<file path="src/rtl/mem_arbiter.sv">
// rtl/mem_arbiter.sv - two-port (fetch/data) arbiter in front of a 64-byte banked read memory
// Fetch may burst two bytes within its 16-byte bank; data is single-byte only.
module mem_arbiter #(
  parameter int PRIO_RR = 1
) (
  input  logic       clk,
  input  logic       rst,
  input  logic       if_req,
  input  logic [1:0] if_mode,
  input  logic [3:0] if_addr,
  input  logic       if_len2,
  output logic       if_gnt,
  output logic       if_rvalid,
  output logic [7:0] if_rdata,
  input  logic       dm_req,
  input  logic [1:0] dm_mode,
  input  logic [3:0] dm_addr,
  output logic       dm_gnt,
  output logic       dm_rvalid,
  output logic [7:0] dm_rdata,
  output logic [5:0] mem_addr,
  input  logic [7:0] mem_data,
  output logic       busy
);

  typedef enum logic [1:0] {IDLE, FETCH1, FETCH2, DATA} state_t;

  state_t     state;
  state_t     state_nx;
  logic [1:0] mode_q;
  logic [3:0] addr_q;
  logic [3:0] addr_inc;
  logic       len2_q;
  logic       last_dm;
  logic       pick_if;
  logic       pick_dm;

  // Tie break: round-robin favours whichever port did not win last time.
  always_comb begin
    pick_if = 1'b0;
    pick_dm = 1'b0;
    if (if_req && dm_req) begin
      if ((PRIO_RR != 0) && !last_dm) pick_dm = 1'b1;
      else                            pick_if = 1'b1;
    end else begin
      pick_if = if_req;
      pick_dm = dm_req;
    end
  end

  // Second burst beat wraps inside the bank, never carrying into mode.
  assign addr_inc = addr_q + 4'd1;

  always_comb begin
    state_nx = state;
    if_gnt   = 1'b0;
    dm_gnt   = 1'b0;
    mem_addr = 6'd0;
    case (state)
      IDLE: begin
        if (!rst) begin
          if (pick_if) begin
            if_gnt   = 1'b1;
            state_nx = FETCH1;
          end else if (pick_dm) begin
            dm_gnt   = 1'b1;
            state_nx = DATA;
          end
        end
      end
      FETCH1: begin
        mem_addr = {mode_q, addr_q};
        state_nx = len2_q ? FETCH2 : IDLE;
      end
      FETCH2: begin
        mem_addr = {mode_q, addr_inc};
        state_nx = IDLE;
      end
      DATA: begin
        mem_addr = {mode_q, addr_q};
        state_nx = IDLE;
      end
      default: state_nx = IDLE;
    endcase
  end

  always_ff @(posedge clk) begin
    if (rst) begin
      state     <= IDLE;
      mode_q    <= 2'd0;
      addr_q    <= 4'd0;
      len2_q    <= 1'b0;
      last_dm   <= 1'b1;
      if_rvalid <= 1'b0;
      dm_rvalid <= 1'b0;
      if_rdata  <= 8'd0;
      dm_rdata  <= 8'd0;
    end else begin
      state     <= state_nx;
      if_rvalid <= (state == FETCH1) || (state == FETCH2);
      dm_rvalid <= (state == DATA);
      if ((state == FETCH1) || (state == FETCH2)) if_rdata <= mem_data;
      if (state == DATA) dm_rdata <= mem_data;
      if (if_gnt) begin
        mode_q  <= if_mode;
        addr_q  <= if_addr;
        len2_q  <= if_len2;
        last_dm <= 1'b0;
      end else if (dm_gnt) begin
        mode_q  <= dm_mode;
        addr_q  <= dm_addr;
        len2_q  <= 1'b0;
        last_dm <= 1'b1;
      end
    end
  end

  assign busy = (state != IDLE);

endmodule
</file>
<file path="config.mk">
export PLATFORM = sky130hd
export DESIGN_NAME = mem_arbiter
export DESIGN_NICKNAME = d
export VERILOG_FILES = /design/src/rtl/mem_arbiter.sv
export SDC_FILE = /design/constraint.sdc
export NUM_CORES = 1
export LEC_CHECK = 0
export CAP_MARGIN = 30
export CORE_UTILIZATION = 46
export CTS_CLUSTER_SIZE = 24
export DETAILED_ROUTE_END_ITERATION = 10
export PLACE_DENSITY = 0.84
export SYNTH_ARGS = -nofsm -noshare
export SYNTH_HDL_FRONTEND = slang
export SYNTH_SLANG_ARGS = --single-unit
export TNS_END_PERCENT = 20
</file>
<file path="constraint.sdc">
create_clock -name clk -period 3.1 [get_ports clk]
set_clock_uncertainty 0.05 [all_clocks]
set_input_delay 0.31 -clock clk [delete_from_list [all_inputs] [get_ports clk]]
set_output_delay 0.31 -clock clk [all_outputs]
set_load 0.01 [all_outputs]
</file>
==> flow_metrics.env <==
export IMPL_dpl_hpwl_mm=2.42
export IMPL_ant_nets=0
export IMPL_grt_overflow_total=0
export IMPL_fin_cells=221
export IMPL_crit_arrival_ns=2.50
export IMPL_syn_inst=145
export IMPL_fmax_ghz=0.350
export IMPL_worstSetupEndpoint="dm_gnt"
export IMPL_dieArea_um2=3090
export IMPL_timing_final_crit_share=0.923
export IMPL_cts_hold_buffers=0
export IMPL_synthTopCellsByArea="dfxtp_1, mux2i_1, nor2_1"
export IMPL_die_w_um=55.6
export IMPL_gp_congestion=0.896
export IMPL_track_usage=0.213
export IMPL_dp_cells=217
export IMPL_cts_tree="built"
export IMPL_end_kind="primary output"
export IMPL_core_rowCount=19
export IMPL_coreArea_um2=2730
export IMPL_clkTransAtPathRegs_ns=0.15
export IMPL_synthTopCellsByCount="dfxtp_1, nor2_1, mux2i_1, a21oi_1, nand3_1"
export IMPL_critPathMaxStageDelay_ns=0.55
export IMPL_r2r_end="addr_q[0]$_SDFFE_PP0P_"
export IMPL_yosys_register_bits=28
export IMPL_cp_max_fo=11
export IMPL_cts_setup_buffers=0
export IMPL_crit_path_top_delay_cell="clkdlybuf4s50_1"
export IMPL_max_clock_path_buffers=2
export IMPL_setup_ws_ns=0.240
export IMPL_synth_warnings=0
export IMPL_layout_nets=222
export IMPL_worstSetupStartpointType="flop"
export IMPL_die_h_um=55.6
export IMPL_rsz0062_at_grt="false"
export IMPL_start_util=0.483
export IMPL_drt_wl_total_mm=3.31
export IMPL_dr_pass1_iters=4
export IMPL_grt_pass1_vias=1237
export IMPL_hold_class="reg2reg"
export IMPL_grt_max_degree=30
export IMPL_antenna_found_initial=0
export IMPL_synth_edff_count=0
export IMPL_cts_root_buf="clkbuf_4"
export IMPL_ys_async_sr_fraction=0
export IMPL_r2r_start="state[0]$_SDFFE_PP0P_"
export IMPL_diodes=0
export IMPL_cp_top_family="buffers and inverters"
export IMPL_io_pins=52
export IMPL_finalSetupTns_ns=0
export IMPL_syn_cell_area_um2=1320
export IMPL_status="finished, final reports clean"
export IMPL_syn_avg_cell_area_um2=9.10
export IMPL_total_power_mw=1.06
export IMPL_worstPathRequired_ns=2.74
export IMPL_r2r_slack_ns=1.02
export IMPL_drt_iter0_markers=28
export IMPL_finalCriticalPeriod_ns=2.86
export IMPL_avgRoutedWirePerCell_um=15.0
export IMPL_num_vias=1234
export IMPL_yosys_area_top_type="dfxtp_1"
export IMPL_path_cells="inv_1 -> ha_1 -> nor2b_1 -> nand2_1 -> a21oi_1 -> clkdlybuf4s50_1"
export IMPL_cts_resized=0
export IMPL_slew_headroom=0.595
export IMPL_cp_depth=6
export IMPL_p_leak_nw=0.717
export IMPL_synth_top_area_share=0.425
export IMPL_setup_worst_path_start="state[0]$_SDFFE_PP0P_"
export IMPL_setup_viol=0
export IMPL_grt_pass1_wl_mm=5.33
export IMPL_synth_nets=176
export IMPL_vdd_drop_max_uv=431
export IMPL_maxCapViolCount=0
export IMPL_area_growth_pct=41.5
export IMPL_ys_types=31
export IMPL_place_ws_ns=0.673
export IMPL_critPathKind="reg2out"
export IMPL_ys_flop_type="dfxtp_1"
export IMPL_powerDensity_nw_per_um2=568
export IMPL_critPathBufInv=2
export IMPL_ys_seq_area_frac=0.425
export IMPL_drc=0
export IMPL_final_hold_viol_count=0
export IMPL_portBuffers=51
export IMPL_post_route_util=0.683
export IMPL_worstMarginPinSlew_ns=0.608
export IMPL_slew_violations=0
export IMPL_r2r_cells=5
export IMPL_clock_sinks=28
export IMPL_yosysMostFrequentCell="dfxtp_1"
export IMPL_via_per_inst=5.58
export IMPL_drive_above_1_share=0.0368
export IMPL_cts_made_buffers=3
export IMPL_clk_latency_ns=0.34
export IMPL_htree_levels=1
where the power goes:
part	leakage, nW	switching (mW)	total (mW)	internal [mW]
sequential	0.229	0.0377	0.446	0.408
combinational	0.460	0.177	0.372	0.195
clock	0.0279	0.112	0.243	0.131
total	0.717	0.326	1.06	0.735
final cells by class:
cell class / instances / area (µm²)
Clock inverter: 1 / 30.0
Inverter: 4 / 15.0
Sequential cell: 28 / 561
Fill cell: 216 / 866
Multi-Input combinational cell: 102 / 683
Clock buffer: 3 / 22.5
Timing Repair Buffer: 52 / 518
Tap cell: 31 / 38.8
registers in the layout (all words and copies together), names as in the netlist, 2 cells and up:
signal    count
if_rdata      8
dm_rdata      8
addr_q        4
state         2
mode_q        2
worst min-delay path by stage:
stage / start / endpoint / slack, ns / cells past startpoint
2_1_floorplan: len2_q$_SDFFE_PP0P_ / len2_q$_SDFFE_PP0P_ / 0.40 / 2
3_3_place_gp: dm_rdata[4]$_SDFFE_PP0P_ / dm_rdata[4]$_SDFFE_PP0P_ / 0.43 / 2
3_5_place_dp: if_rdata[5]$_SDFFE_PP0P_ / if_rdata[5]$_SDFFE_PP0P_ / 0.43 / 2
4_1_cts: len2_q$_SDFFE_PP0P_ / len2_q$_SDFFE_PP0P_ / 0.46 / 2
5_1_grt: len2_q$_SDFFE_PP0P_ / len2_q$_SDFFE_PP0P_ / 0.49 / 2
6_report: len2_q$_SDFFE_PP0P_ / len2_q$_SDFFE_PP0P_ / 0.46 / 2
stage by stage:
step                      hold WS, ns  area [µm²]
after floorplan                 0.400        1320
after global placement          0.428        1820
after detailed placement        0.433        1820
after CTS                       0.457        1870
after global routing            0.486        1870
final                           0.458        1870
metal layers:
metal / up-vias / part of all wire / GRT usage / routed length (µm)
met5: - / 0 / 0 / 0
li1: 604 / - / - / -
met2: 59 / 0.48 / 0.363 / 1570
met1: 565 / 0.43 / 0.250 / 1410
met4: 0 / 0.019 / 0.0786 / 64
met3: 6 / 0.077 / 0.0674 / 255
worst reg2reg max path, stage by stage, from the launching register on:
cell and delay, ns:
dfxtp_1 0.41, inv_1 0.15, ha_1 0.37, nor2b_1 0.45
a21oi_1 0.18, a311oi_1 0.36
cells in the final DEF, fill, tap and decap left out, drive strengths merged, types with 2 or more instances in the layout:
master / netlist / final
a21oi: 12 / 12
a311oi: 7 / 7
clkbuf: 3 / 3
clkdlybuf4s50: 0 / 51
dfxtp: 28 / 28
ha: 6 / 6
inv: 4 / 4
mux2i: 16 / 16
nand2: 4 / 4
nand2b: 2 / 2
nand3: 8 / 8
nor2: 22 / 22
nor2b: 4 / 4
o21ai: 8 / 8
cell families (layout without fill, tap and decap cells):
| family | Yosys count | in the layout | share of synthesized area |
|---|---|---|---|
| fa+ha+maj | 6 | 6 | 0.0569 |
| simple gates | 46 | 46 | 0.166 |
| compound gates | 34 | 34 | 0.173 |
| flops | 28 | 28 | 0.425 |
| mux | 16 | 16 | 0.121 |
| buf+inv | 15 | 60 | 0.0578 |
No activity file was read; power rests on OpenSTA's default activity.
